### config.mk
export PLATFORM = sky130hd
export DESIGN_NAME = seven_seg_scan_decoder
export DESIGN_NICKNAME = d
export VERILOG_FILES = /design/src/rtl/seg7_pkg.sv /design/src/rtl/seg7_pattern_decode.sv /design/src/rtl/seven_seg_scan_decoder.sv
export SDC_FILE = /design/constraint.sdc
export NUM_CORES = 1
export LEC_CHECK = 0
export ABC_AREA = 1
export BUFFER_PORTS_ARGS = -buffer_cell sky130_fd_sc_hd__buf_2
export CAP_MARGIN = 5
export CORE_UTILIZATION = 50
export CTS_BUF_LIST = sky130_fd_sc_hd__clkbuf_2
export CTS_CLUSTER_SIZE = 24
export DETAILED_ROUTE_END_ITERATION = 7
export PLACE_DENSITY = 0.69
export SETUP_SLACK_MARGIN = 0.5
export SYNTH_ARGS = -nofsm -noshare
export SYNTH_HDL_FRONTEND = slang
export SYNTH_SLANG_ARGS = --single-unit
### constraint.sdc
create_clock -name clk_100 -period 7.65 [get_ports clk_100]
set_clock_uncertainty 0.15 [all_clocks]
set_input_delay 1.53 -clock clk_100 [delete_from_list [all_inputs] [get_ports clk_100]]
set_output_delay 1.53 -clock clk_100 [all_outputs]
set_load 0.02 [all_outputs]
### src/rtl/seg7_pkg.sv
// Shared seven-segment definitions: active-low {a..g} pattern type, hex code
// table and the scan-decoder FSM state encoding.
package seg7_pkg;

  typedef logic [6:0] seg7_code_t;

  typedef enum logic [1:0] {
    IDLE,
    SETTLE,
    HOLD
  } fsm_state_t;

  localparam seg7_code_t SEG_BLANK = 7'b1111111;

  // Index is the hex digit; entries are {CA,CB,CC,CD,CE,CF,CG}, active-low.
  localparam seg7_code_t HEX_TABLE [16] = '{
    7'b0000001,  // 0
    7'b1001111,  // 1
    7'b0010010,  // 2
    7'b0000110,  // 3
    7'b1001100,  // 4
    7'b0100100,  // 5
    7'b0100000,  // 6
    7'b0001111,  // 7
    7'b0000000,  // 8
    7'b0000100,  // 9
    7'b0001000,  // A
    7'b1100000,  // b
    7'b0110001,  // C
    7'b1000010,  // d
    7'b0110000,  // E
    7'b0111000   // F
  };

endpackage

### src/rtl/seg7_pattern_decode.sv
// Combinational decode of an active-low segment pattern into a hex nibble.
// Blank and unrecognised patterns both yield nibble 0.
module seg7_pattern_decode
  import seg7_pkg::*;
(
  input  logic [6:0] pattern_i,
  output logic [3:0] nibble_o,
  output logic       is_blank_o,
  output logic       is_err_o
);

  logic hit;

  always_comb begin
    nibble_o   = '0;
    hit        = 1'b0;
    is_blank_o = (pattern_i == SEG_BLANK);
    for (int unsigned k = 0; k < 16; k++) begin
      if (pattern_i == HEX_TABLE[k]) begin
        nibble_o = 4'(k);
        hit      = 1'b1;
      end
    end
    is_err_o = !hit && !is_blank_o;
  end

endmodule

### src/rtl/seven_seg_scan_decoder.sv
// Watches a multiplexed seven-segment display, captures each digit once its
// strobe and segments have been stable long enough, and publishes whole frames.
module seven_seg_scan_decoder
  import seg7_pkg::*;
#(
  parameter int unsigned SETTLE_CYCLES = 4,
  parameter int unsigned NUM_DIGITS    = 8
) (
  input  logic                      clk_100,
  input  logic                      reset,
  input  logic                      CA,
  input  logic                      CB,
  input  logic                      CC,
  input  logic                      CD,
  input  logic                      CE,
  input  logic                      CF,
  input  logic                      CG,
  input  logic                      DP,
  input  logic [NUM_DIGITS-1:0]     AN,
  output logic [4*NUM_DIGITS-1:0]   value,
  output logic [NUM_DIGITS-1:0]     dp_mask,
  output logic [NUM_DIGITS-1:0]     blank_mask,
  output logic [NUM_DIGITS-1:0]     err_mask,
  output logic                      frame_valid
);

  localparam int unsigned SW = 8 + NUM_DIGITS;

  logic [SW-1:0]           s_q, s_prev_q;
  fsm_state_t              state_q, state_d;
  logic [7:0]              cnt_q, cnt_d;
  logic [NUM_DIGITS-1:0]   seen_q, seen_d;
  logic [4*NUM_DIGITS-1:0] wval_q;
  logic [NUM_DIGITS-1:0]   wdp_q, wblank_q, werr_q;

  logic [6:0]            s_seg;
  logic                  s_dp_n;
  logic [NUM_DIGITS-1:0] s_an;
  logic                  one_hot, changed, capture, publish;
  logic [3:0]            dec_nibble;
  logic                  dec_blank, dec_err;

  assign s_seg   = s_q[SW-1 -: 7];
  assign s_dp_n  = s_q[NUM_DIGITS];
  assign s_an    = s_q[NUM_DIGITS-1:0];
  assign one_hot = $onehot(~s_an);
  assign changed = (s_q != s_prev_q);
  assign publish = &seen_q;

  seg7_pattern_decode u_decode (
    .pattern_i  (s_seg),
    .nibble_o   (dec_nibble),
    .is_blank_o (dec_blank),
    .is_err_o   (dec_err)
  );

  // The counter holds the number of identical samples seen so far, so the
  // first sample of a new value already counts as 1.
  always_comb begin
    state_d = state_q;
    cnt_d   = cnt_q;
    capture = 1'b0;
    case (state_q)
      IDLE: begin
        cnt_d = '0;
        if (one_hot) begin
          state_d = SETTLE;
          cnt_d   = 8'd1;
        end
      end
      SETTLE: begin
        if (!one_hot) begin
          state_d = IDLE;
          cnt_d   = '0;
        end else if (changed) begin
          cnt_d = 8'd1;
        end else begin
          cnt_d = 8'(cnt_q + 8'd1);
        end
      end
      HOLD: begin
        if (changed) begin
          state_d = one_hot ? SETTLE : IDLE;
          cnt_d   = one_hot ? 8'd1 : 8'd0;
        end
      end
      default: begin
        state_d = IDLE;
        cnt_d   = '0;
      end
    endcase
    if (state_d == SETTLE && cnt_d == 8'(SETTLE_CYCLES)) begin
      capture = 1'b1;
      state_d = HOLD;
    end
    seen_d = (publish ? '0 : seen_q) | (capture ? ~s_an : '0);
  end

  always_ff @(posedge clk_100 or posedge reset) begin
    if (reset) begin
      s_q         <= '0;
      s_prev_q    <= '0;
      state_q     <= IDLE;
      cnt_q       <= '0;
      seen_q      <= '0;
      wval_q      <= '0;
      wdp_q       <= '0;
      wblank_q    <= '0;
      werr_q      <= '0;
      value       <= '0;
      dp_mask     <= '0;
      blank_mask  <= '0;
      err_mask    <= '0;
      frame_valid <= 1'b0;
    end else begin
      s_q      <= {CA, CB, CC, CD, CE, CF, CG, DP, AN};
      s_prev_q <= s_q;
      state_q  <= state_d;
      cnt_q    <= cnt_d;
      seen_q   <= seen_d;
      for (int unsigned i = 0; i < NUM_DIGITS; i++) begin
        if (capture && !s_an[i]) begin
          wval_q[4*i +: 4] <= dec_nibble;
          wdp_q[i]         <= ~s_dp_n;
          wblank_q[i]      <= dec_blank;
          werr_q[i]        <= dec_err;
        end
      end
      frame_valid <= publish;
      if (publish) begin
        value      <= wval_q;
        dp_mask    <= wdp_q;
        blank_mask <= wblank_q;
        err_mask   <= werr_q;
      end
    end
  end

endmodule

# Word-level counts from Yosys, hierarchy flattened
# Cells that the tools add are included.
# op_classes
add_sub_neg	8
eq_ne	22
n_mux	45
bitwise	3
n_reduce_logical	23
# ops
cell	count
2-to-1 mux 8 bit	5
equality test 7 x 6 -> 1 bit (second input constant)	5
equality test 7 bit (second input constant)	5
2-to-1 mux 4 bit	8
one-hot mux 8 bit (3 select lines)	1
2-to-1 mux 1 bit	20
!= test 16 bit	1
equality test 7 x 3 -> 1 bit (second input constant)	2
equality test 7 x 4 -> 1 bit (second input constant)	2
2-to-1 mux 2 bit	6
2-to-1 mux 3 bit	4
logical AND 1 bit	10
logical NOT 1 bit	10
adder 1 x 1 -> 2 bit	4
adder 8 x 1 -> 8 bit (second input constant)	1
equality test 8 x 3 -> 1 bit (second input constant)	1
NOT 8 bit	1
bitwise OR 8 bit	1
AND reduction 8 bit	1
equality test 7 x 1 -> 1 bit (second input constant)	1
equality test 7 x 5 -> 1 bit (second input constant)	1
logical NOT 7 bit	1
adder 2 x 2 -> 3 bit	2
one-hot mux 2 bit (3 select lines)	1
other kinds (6)	7
# word_totals
ff_bits	163
input_bits	18
out_inout_bits	57

# Logic depth before layout (Yosys ltp)
# Gate-level depths: netlist (run 1).
# depth
depth_word	19
mapped_depth	22

# Modules after synthesis
# From an unflattened synthesis (run 1), not the netlist that was laid out.
# unflattened
cells_unflattened	822
hier_area_um2	7021.7
# modules_own_cells
mod	instances	cells_per_inst	area_each_um2	seq_area_each_um2
seven_seg_scan_decoder	1	760	6701.4	4078.9
seg7_pattern_decode	1	62	320.3	0.0

# Least setup slack after synthesis (run 1)
# Ideal clock, no wire load.
# synth_timing
path_type	reg2reg
start	register s_q[0]
end	register wval_q[16]
setup_time_ns	0.118
arrival_ns	3.918
slack_ns	3.464
path_stages_with_launch	21
period_less_slack_ns	4.186
cell_sequence	dfrtp_1 -> fa_1 -> inv_1 -> fa_1 -> fa_1 -> ha_1 -> inv_1 -> fa_1 -> nand2_1 -> nor2_1 -> nand4_1 -> inv_1 -> nand3_1 -> nor2_1 -> nor2_1 -> nand2_1 -> nor2_4 -> buf_6 -> clkbuf_1 -> nand4_1 -> nand2_1
# synth_between
elab_chain_cells	12
# synth_lines
element	line	text
from (decl)	seven_seg_scan_decoder.sv:29	logic [SW-1:0] s_q, s_prev_q;
from (signal assigned)	seven_seg_scan_decoder.sv:116	s_q <= {CA, CB, CC, CD, CE, CF, CG, DP, AN};
NOT 8 bit	seven_seg_scan_decoder.sv:46	assign one_hot = $onehot(~s_an);
adder 1 x 1 -> 2 bit (implied by the code)	seven_seg_scan_decoder.sv:46	
adder 2 x 2 -> 3 bit (implied by the code)	seven_seg_scan_decoder.sv:46	
adder 3 x 3 -> 4 bit (implied by the code)	seven_seg_scan_decoder.sv:46	
equality test 4 x 1 -> 1 bit	seven_seg_scan_decoder.sv:46	
2-to-1 mux 1 bit	seven_seg_scan_decoder.sv:66, seven_seg_scan_decoder.sv:83, seven_seg_scan_decoder.sv:84	
2-to-1 mux 8 bit or 2-to-1 mux 2 bit (tied branches)	seven_seg_scan_decoder.sv:82	if (changed) begin
one-hot mux 8 bit (3 select lines) or one-hot mux 2 bit (3 select lines) (tied branches)	seven_seg_scan_decoder.sv:63	case (state_q)
equality test 8 x 3 -> 1 bit or equality test 2 x 1 -> 1 bit (tied branches)	seven_seg_scan_decoder.sv:92	if (state_d == SETTLE && cnt_d == 8'(SETTLE_CYCLES)) begin
logical AND 1 bit (*)	seven_seg_scan_decoder.sv:92	
2-to-1 mux 1 bit (*)	seven_seg_scan_decoder.sv:92	
logical AND 1 bit (*)	seven_seg_scan_decoder.sv:122	if (capture && !s_an[i]) begin
to (signal, indexed assignment)	seven_seg_scan_decoder.sv:123	wval_q[4*i +: 4] <= dec_nibble;
to (decl)	seven_seg_scan_decoder.sv:33	logic [4*NUM_DIGITS-1:0] wval_q;
# Every way passes the cells marked *; elsewhere a longest branch is shown, timed or not.
# A chain may end at the register's enable or synchronous reset.

# Final worst setup path (run 1)
# layout_timing
start	register s_q[0]
end	register wval_q[10]
# The elaborated chain is that of the path after synthesis.

==> flow_summary_export.csv, run 1 <==
group,metric,value,unit
timing,setup_repair_after_global_routing_missed_its_margin,"false",
critical_path,critical_path_class,"register to register",
timing,worstMarginPinSlew,1.28,ns
global_route,global_route.usage.total,0.234,
cells_and_area,antenna_cells,0,
power,ir_worst_vdd,0.000114,V
timing,period_minus_slack,5.34,ns
power,overall_power,0.00147,W
global_route,globalRouteOverflowTotal,0,
drt,wl,16200,um
clock_tree,clock_tree.buffer_depth,2,
clock_tree,cts_hold_repair.buffers,0,
timing,hold_viol,0,
logic_synthesis,yosys_warnings,0,
clock_tree,clk_pin_slew,0.23,ns
timing,max_freq,187,MHz
logic_synthesis,synth.lib_cells_used.distinct,31,
timing,finalMaxSlewViolations,0,
die,die_height,123,um
place,globalplace.congestion,0.896,
critical_path,end_kind,"register",
die,std_cell_rows,43,
clock_tree,postCtsSetupBuffers,0,
timing,setup_viol,0,
cells_and_area,filler_cell_count,1282,
power,static_leak,4.61,nW
die,die_area,0.0150,mm^2
clock_tree,cts_h_tree_lvls,4,
place,total_placed_cells_including_tap_cells,1078,
logic_synthesis,synth_nets,874,
clock_tree,cts_made_buffers,17,
logic_synthesis,postSynthCellCount,848,
die,floorplan.initialDensity,0.518,
die,die_w,123,um
timing,final.period_utilization,0.698,
logic_synthesis,synth_area_per_cell,8.58,um^2
logic_synthesis,post-synth-top-area-cell,"sky130_fd_sc_hd__dfrtp_1",
cells_and_area,layout-drive-gt1-share,0.157,
logic_synthesis,yosysSeqAreaShare,0.561,
global_route,grt_start_max_net_pins,85,
drt,avgRoutedWirePerCell,14.6,um
drt,viasPerCell,5.17,
drt,firstDrtPassIters,4,
logic_synthesis,area_contributors_post_synth,"sky130_fd_sc_hd__dfrtp_1, sky130_fd_sc_hd__nand2_1, sky130_fd_sc_hd__nand4_1",
place,place.port_buffers,74,
global_route,antenna_found_initial,0,
critical_path,critical_path_peak_fanout,40,
clock_tree,clock_insertion_delay_worst_skew,0.76,ns
power,power-per-cell-area,185,mW/mm^2
drt,drt_iter0_drc,444,
logic_synthesis,yosys_register_bits,163,
drt,post-route-drc-count,0,
critical_path,cp.required,8.15,ns
cells_and_area,final_common_cell,"sky130_fd_sc_hd__nand2_1",
clock_tree,cts-resized-gates,0,
cells_and_area,final-instance-count-excl-fill,1109,
timing,max_slew_margin,0.138,
drt,via_count,5729,
min_path,tightest_hold_check_type,"register to register",
cells_and_area,num-nets-final,943,
critical_path,cp-start-kind,"register",
critical_path,worst-endpoint-arrival,5.84,ns
timing,fin_worst_hold_slack,0.297,ns
global_route,first_global_vias,5264,
run,timing.max_cap.violations,0,
clock_tree,cts_tree,"built",
timing,final.setup.tns,0,ns
logic_synthesis,cell_area_synth,0.00727,mm^2
run_status,status,"completed",
drt,drtAntennaViolNets,0,
place,dp.final_hpwl,10700,um
die,num_io_pins,75,
cells_and_area,areaGrowthSynthToFinish,9.43,%
global_route,global_route_wire_length_before_repair,26800,um
clock_tree,root_buffer,"sky130_fd_sc_hd__clkbuf_2",
clock_tree,cts_sinks,163,
cells_and_area,layout.cells.most_common_list,"sky130_fd_sc_hd__nand2_1, sky130_fd_sc_hd__dfrtp_1, sky130_fd_sc_hd__buf_2",
logic_synthesis,synth_largest_type_area_fraction,0.561,
die,core_area,0.0140,mm^2
## logic make-up after synthesis
kind of cell / count (synthesis) / share of synthesized area
AO/OA/AOI/OAI: 6 / 0.00499
XOR/XNOR: 4 / 0.00482
adder cells (fa/ha/maj): 8 / 0.0179
buffers and inverters: 103 / 0.0605
flip-flops: 163 / 0.561
AND/OR/NAND/NOR: 564 / 0.351
## synth_stat cells
| library cell | count |
|---|---|
| sky130_fd_sc_hd__a211oi_1 | 1 |
| sky130_fd_sc_hd__a21boi_0 | 1 |
| sky130_fd_sc_hd__a21oi_1 | 1 |
| sky130_fd_sc_hd__buf_1 | 3 |
| sky130_fd_sc_hd__buf_2 | 7 |
| sky130_fd_sc_hd__buf_4 | 2 |
| sky130_fd_sc_hd__buf_6 | 5 |
| sky130_fd_sc_hd__clkbuf_1 | 11 |
| sky130_fd_sc_hd__dfrtp_1 | 163 |
| sky130_fd_sc_hd__fa_1 | 4 |
| sky130_fd_sc_hd__ha_1 | 4 |
| sky130_fd_sc_hd__inv_1 | 59 |
| sky130_fd_sc_hd__inv_2 | 16 |
| sky130_fd_sc_hd__nand2_1 | 397 |
| sky130_fd_sc_hd__nand2_2 | 1 |
| sky130_fd_sc_hd__nand3_1 | 17 |
| sky130_fd_sc_hd__nand3_2 | 2 |
| sky130_fd_sc_hd__nand4_1 | 70 |
| sky130_fd_sc_hd__nand4_4 | 8 |
| sky130_fd_sc_hd__nor2_1 | 51 |
| sky130_fd_sc_hd__nor2_2 | 2 |
| sky130_fd_sc_hd__nor2_4 | 3 |
| sky130_fd_sc_hd__nor2_8 | 2 |
| sky130_fd_sc_hd__nor3_1 | 7 |
| sky130_fd_sc_hd__nor4_1 | 2 |
| sky130_fd_sc_hd__nor4_2 | 1 |
| sky130_fd_sc_hd__o21ai_0 | 2 |
| sky130_fd_sc_hd__o22ai_1 | 1 |
| sky130_fd_sc_hd__or2_2 | 1 |
| sky130_fd_sc_hd__xnor2_1 | 2 |
| sky130_fd_sc_hd__xor2_1 | 2 |
## worst max-delay path, stage by stage (launching register included)
cell                      delay, ns
sky130_fd_sc_hd__dfrtp_1       0.48
sky130_fd_sc_hd__fa_1          0.55
sky130_fd_sc_hd__inv_1         0.05
sky130_fd_sc_hd__fa_1          0.45
sky130_fd_sc_hd__fa_1          0.49
sky130_fd_sc_hd__ha_1          0.17
sky130_fd_sc_hd__inv_1         0.06
sky130_fd_sc_hd__fa_1          0.42
sky130_fd_sc_hd__nand2_1       0.07
sky130_fd_sc_hd__nor2_1        0.06
sky130_fd_sc_hd__nand4_1       0.15
sky130_fd_sc_hd__inv_1         0.15
sky130_fd_sc_hd__nand3_1       0.11
sky130_fd_sc_hd__nor2_1        0.04
sky130_fd_sc_hd__nor2_1        0.11
sky130_fd_sc_hd__nand2_1       0.12
sky130_fd_sc_hd__nor2_4        0.55
sky130_fd_sc_hd__buf_4         0.57
sky130_fd_sc_hd__nand4_4       0.28
sky130_fd_sc_hd__nand2_1       0.13
sky130_fd_sc_hd__nand2_1       0.05
## metrics by stage
stage | util | instance area (um^2) | setup WS (ns)
2_1_floorplan | - | 7270 | 1.57
3_3_place_gp | 0.552 | 7750 | 2.43
3_5_place_dp | 0.552 | 7750 | 2.39
4_1_cts | 0.567 | 7960 | 2.33
5_1_grt | 0.567 | 7960 | 1.99
6_report | 0.567 | 7960 | 2.31
## cell type report
class	count	area, um^2	share of cell area
sequential	163	4080	0.512
multi-input combinational	582	2760	0.346
timing repair buffer	78	400	0.0503
inverter	75	287	0.0360
tap	180	225	0.0283
clock inverter	12	116	0.0146
clock buffer	19	95.1	0.0119
## per-layer routing
layer | wire, um | GRT usage | vias up
met4 | 365 | 0.0945 | 0
met1 | 7610 | 0.334 | 2725
met2 | 7530 | 0.352 | 159
li1 | - | - | 2825
met3 | 687 | 0.0465 | 20
met5 | 0 | 0 | -
## flip-flops by register name (all words and copies together), names as in the netlist
register     cells
wval_q          32
value           32
werr_q           8
state_q          2
seen_q           8
cnt_q            8
blank_mask       8
wdp_q            8
s_prev_q        16
err_mask         8
frame_valid      1
s_q             16
dp_mask          8
wblank_q         8
## path summary, 6_finish.rpt
| check | endpoint | slack [ns] | depth (start not counted) | start |
|---|---|---|---|---|
| min | s_prev_q[4] | 0.30 | 0 | s_q[4] |
| min reg2reg | s_prev_q[4] | 0.30 | 0 | s_q[4] |
| max in group asynchronous | value[15] | 5.17 | 3 | reset |
| max reg2reg | wval_q[10] | 2.31 | 20 | s_q[0] |
| max | wval_q[10] | 2.31 | 20 | s_q[0] |
| min in group asynchronous | cnt_q[5] | 0.69 | 2 | reset |
## report_power, final
part           internal [W]  total [W]  switching (W)
registers          0.000876   0.000889      0.0000139
logic             0.0000368   0.000134      0.0000977
clock network      0.000147   0.000446       0.000300
total               0.00106    0.00147       0.000411
Power figures use the tool's default switching activity.
==> inputs of run 2 (changes only) <==
--- a/config.mk
+++ b/config.mk
@@ -5,14 +5,14 @@
 export SDC_FILE = /design/constraint.sdc
 export NUM_CORES = 1
 export LEC_CHECK = 0
-export ABC_AREA = 1
+export ABC_AREA = 0
 export BUFFER_PORTS_ARGS = -buffer_cell sky130_fd_sc_hd__buf_2
 export CAP_MARGIN = 5
 export CORE_UTILIZATION = 50
 export CTS_BUF_LIST = sky130_fd_sc_hd__clkbuf_2
 export CTS_CLUSTER_SIZE = 24
 export DETAILED_ROUTE_END_ITERATION = 7
-export PLACE_DENSITY = 0.69
+export PLACE_DENSITY = 0.7
 export SETUP_SLACK_MARGIN = 0.5
 export SYNTH_ARGS = -nofsm -noshare
 export SYNTH_HDL_FRONTEND = slang
==> constraint.sdc (replaced) <==
create_clock -name clk_100 -period 5.2 [get_ports clk_100]
set_clock_uncertainty 0.15 [all_clocks]
set_input_delay 1.04 -clock clk_100 [delete_from_list [all_inputs] [get_ports clk_100]]
set_output_delay 1.04 -clock clk_100 [all_outputs]
set_load 0.02 [all_outputs]
==> run 2 against run 1 <==
Against the previous run: routed wire length shrank 14%; sequential share of layout area up 1.5 points; clock-buffer cell count unchanged; sequential cell count did not move; non-clock buffer count increased by 6; final cell count fell by 22%; largest cell class unchanged; worst hold slack worse by 0.042 ns.
==> flow_summary_export.csv, run 2 <==
group,metric,value,unit
run_status,status,"completed",
drt,avgRoutedWirePerCell,15.9,um
drt,drtAntennaViolNets,0,
drt,wl,13900,um
critical_path,worst-r2r-cell-count,13,
timing,period_minus_slack,4.69,ns
clock_tree,cts_sinks,163,
power,power-per-cell-area,269,mW/mm^2
cells_and_area,largestRegisters,"value: 32 flops, wval_q: 32 flops",
global_route,grt_use_met3,0.0437,
global_route,top_usage_layer,"met2",
critical_path,end_kind,"register",
power,p_sw_frac,0.271,
critical_path,critical_path_peak_fanout,8,
cells_and_area,layout.cells.most_common_list,"sky130_fd_sc_hd__nand2_1, sky130_fd_sc_hd__dfrtp_1, sky130_fd_sc_hd__buf_2",
critical_path,worst-endpoint-arrival,5.16,ns
timing,setup_repair_after_global_routing_missed_its_margin,"true",
die,floorplan.initialDensity,0.519,
logic_synthesis,yosys_register_bits,163,
power,clock_power_share,0.294,
timing,fin_worst_hold_slack,0.255,ns
logic_synthesis,combinational_family_with_the_most_area_after_synthesis,"simple AND/OR/NAND/NOR gates",
timing,max_freq,213,MHz
global_route,globalRouteOverflowTotal,0,
place,place.port_buffers,74,
die,num_io_pins,75,
global_route,global_route_wire_length_before_repair,22700,um
cells_and_area,antenna_cells,0,
timing,max_slew_margin,0.126,
power,overall_power,0.00208,W
run,timing.max_cap.violations,0,
logic_synthesis,synth_largest_type_area_fraction,0.587,
logic_synthesis,yosys.area_share.xor_xnor,0.0275,
clock_tree,cts_tree,"built",
global_route,first_global_vias,4511,
place,globalplace.congestion,0.812,
logic_synthesis,synth_mux_area_frac,0.117,
logic_synthesis,synth-edff-count,0,
timing,finalMaxSlewViolations,0,
logic_synthesis,post-synth-top-area-cell,"sky130_fd_sc_hd__dfrtp_1",
logic_synthesis,synth_compound_gate_area_share,0.0439,
cells_and_area,final_common_cell,"sky130_fd_sc_hd__nand2_1",
min_path,hold_end,"s_q[8]",
drt,post-route-drc-count,0,
critical_path,rrSetupSlack,0.51,ns
clock_tree,cts_h_tree_lvls,4,
logic_synthesis,synth_nets,632,
timing,final.period_utilization,0.903,
logic_synthesis,cell_area_synth,0.00695,mm^2
logic_synthesis,synth.lib_cells_used.distinct,48,
die,core_area,0.0134,mm^2
clock_tree,root_buffer,"sky130_fd_sc_hd__clkbuf_2",
power,power_report.internal_total,0.00152,W
critical_path,regToRegEndpoint,"wval_q[1]",
clock_tree,clock_insertion_delay_worst_skew,0.73,ns
cells_and_area,final-instance-count-excl-fill,869,
critical_path,cp.required,5.67,ns
clock_tree,cts_hold_repair.buffers,0,
power,static_leak,4.21,nW
logic_synthesis,synth_simple_gate_area_share,0.167,
global_route,globalRouteMet1Util,0.278,
logic_synthesis,synth_flop_type,"sky130_fd_sc_hd__dfrtp_1",
cells_and_area,layout-drive-gt1-share,0.276,
die,die_w,120,um
drt,drt_iter0_drc,260,
die,std_cell_rows,42,
cells_and_area,num-nets-final,706,
place,dp.final_hpwl,9150,um
critical_path,critical_path_class,"register to register",
timing,worstMarginPinSlew,1.30,ns
min_path,hold_startpoint,"DP",
clock_tree,clock_tree.buffer_depth,2,
power,netSwitchingPower,0.000565,W
logic_synthesis,synthArstFlopShare,1.00,
critical_path,r2r_start,"s_q[0]",
logic_synthesis,synth_most_common_cell,"sky130_fd_sc_hd__nand2_1",
power,combPwrFrac,0.072,
global_route,grt_start_max_net_pins,73,
min_path,tightest_hold_check_type,"primary input to register",
timing,hold_viol,0,
cells_and_area,areaGrowthSynthToFinish,11.3,%
critical_path,cp-start-kind,"register",
global_route,antenna_found_initial,0,
global_route,grt_util_met2,0.318,
drt,firstDrtPassIters,5,
global_route,global_route.usage.total,0.204,
power,power.share.sequential,0.634,
die,die_area,0.0144,mm^2
logic_synthesis,post_synthesis_adder_cell_area_fraction,0.0187,
cells_and_area,filler_cell_count,1146,
place,total_placed_cells_including_tap_cells,831,
logic_synthesis,yosys_warnings,0,
min_path,hold_depth,1,
logic_synthesis,area_contributors_post_synth,"sky130_fd_sc_hd__dfrtp_1, sky130_fd_sc_hd__mux2_4, sky130_fd_sc_hd__nand2_1",
power,ir_worst_vdd,0.000141,V
logic_synthesis,synth_commonest_cells,"sky130_fd_sc_hd__nand2_1, sky130_fd_sc_hd__dfrtp_1, sky130_fd_sc_hd__mux2_4, sky130_fd_sc_hd__nor2_1, sky130_fd_sc_hd__inv_1",
drt,viasPerCell,5.28,
timing,final.setup.tns,0,ns
timing,setup_viol,0,
logic_synthesis,postSynthCellCount,606,
clock_tree,clk_pin_slew,0.21,ns
die,die_height,120,um
drt,via_count,4584,
logic_synthesis,yosysSeqAreaShare,0.587,
clock_tree,cts_made_buffers,17,
logic_synthesis,synth_area_per_cell,11.5,um^2
==> run 2: changes by cell type after synthesis, moves of 9 or more <==
| cell | before | now |
|---|---|---|
| sky130_fd_sc_hd__nand3_1 | 17 | 6 |
| sky130_fd_sc_hd__nand2_1 | 397 | 185 |
| sky130_fd_sc_hd__mux2_4 | 0 | 48 |
| sky130_fd_sc_hd__mux2i_1 | 0 | 9 |
| sky130_fd_sc_hd__inv_1 | 59 | 21 |
| sky130_fd_sc_hd__o21ai_0 | 2 | 16 |
| sky130_fd_sc_hd__nand4_1 | 70 | 3 |
| sky130_fd_sc_hd__or3_1 | 0 | 10 |
| sky130_fd_sc_hd__nor2_1 | 51 | 22 |
| sky130_fd_sc_hd__inv_2 | 16 | 0 |
| sky130_fd_sc_hd__xor2_1 | 2 | 17 |
==> run 2: metal layers <==
metal | wire (um) | share of wire
met4 | 323 | 0.023
met3 | 532 | 0.038
met2 | 6580 | 0.48
met5 | 0 | 0
met1 | 6410 | 0.46
==> run 2: final cells by class <==
type                       instances  area [um^2]  area share
timing repair buffer              84          474      0.0613
multi-input combinational        393         2680       0.346
tap                              176          220      0.0284
clock inverter                    13          110      0.0142
sequential                       163         4080       0.527
inverter                          21         82.6      0.0107
clock buffer                      19         95.1      0.0123
==> run 2: what timing repair did <==
item,4_1_cts,5_1_grt
endpoints found under the setup margin,55,55
resized for setup,9,8
pin swaps,0,3
setup buffers,0,5
gates cloned,0,1
==> run 2: cell families (layout without fill, tap and decap cells) <==
family                     after synthesis  after routing
adders and majority gates                8              8
xor gates and xnor gates                21             21
DFF                                    163            163
and+or+nand+nor                        261            261
muxes                                   57             57
AOI/OAI and AO/OA                       45             46
buffers and inverters                   51            137
==> run 2: stage by stage <==
step,util,setup slack (ns),area (um^2)
floorplan,-,0.717,6960
detailed placement,0.553,0.305,7420
finish,0.578,0.505,7740
CTS,0.572,0.542,7670
global placement,0.553,0.353,7420
global route,0.578,0.398,7740
==> run 2: power by group through the flow <==
stage	combinational [W]	sequential, W	clock, W
floorplan	0.000106	0.00133	0
global placement	0.000132	0.00134	0
detailed placement	0.000135	0.00134	0
CTS	0.000138	0.00132	0.000633
global route	0.000167	0.00132	0.000689
finish	0.000149	0.00132	0.000612
==> run 2: worst max-delay path, cell delays in order (launching register included) <==
cell                        delay (ns)
sky130_fd_sc_hd__dfrtp_2          0.49
sky130_fd_sc_hd__fa_1             0.54
sky130_fd_sc_hd__inv_1            0.05
sky130_fd_sc_hd__fa_1             0.44
sky130_fd_sc_hd__fa_1             0.51
sky130_fd_sc_hd__ha_2             0.20
sky130_fd_sc_hd__inv_2            0.04
sky130_fd_sc_hd__fa_1             0.49
sky130_fd_sc_hd__and4b_1          0.21
sky130_fd_sc_hd__o21a_1           0.18
sky130_fd_sc_hd__nor3b_4          0.30
sky130_fd_sc_hd__o2111ai_4        0.18
sky130_fd_sc_hd__or3_4            0.51
sky130_fd_sc_hd__mux2_4           0.32
==> run 2: worst max-delay path by stage <==
stage                start           to  slack (ns)  cells after the start
finish              s_q[0]    wval_q[1]        0.51                     13
global placement    s_q[0]    werr_q[3]        0.35                     13
CTS                 s_q[1]   wval_q[24]        0.54                     13
global route        s_q[0]    wval_q[1]        0.40                     13
detailed placement  s_q[0]   wval_q[14]        0.31                     13
floorplan           s_q[0]  wblank_q[0]        0.72                     14
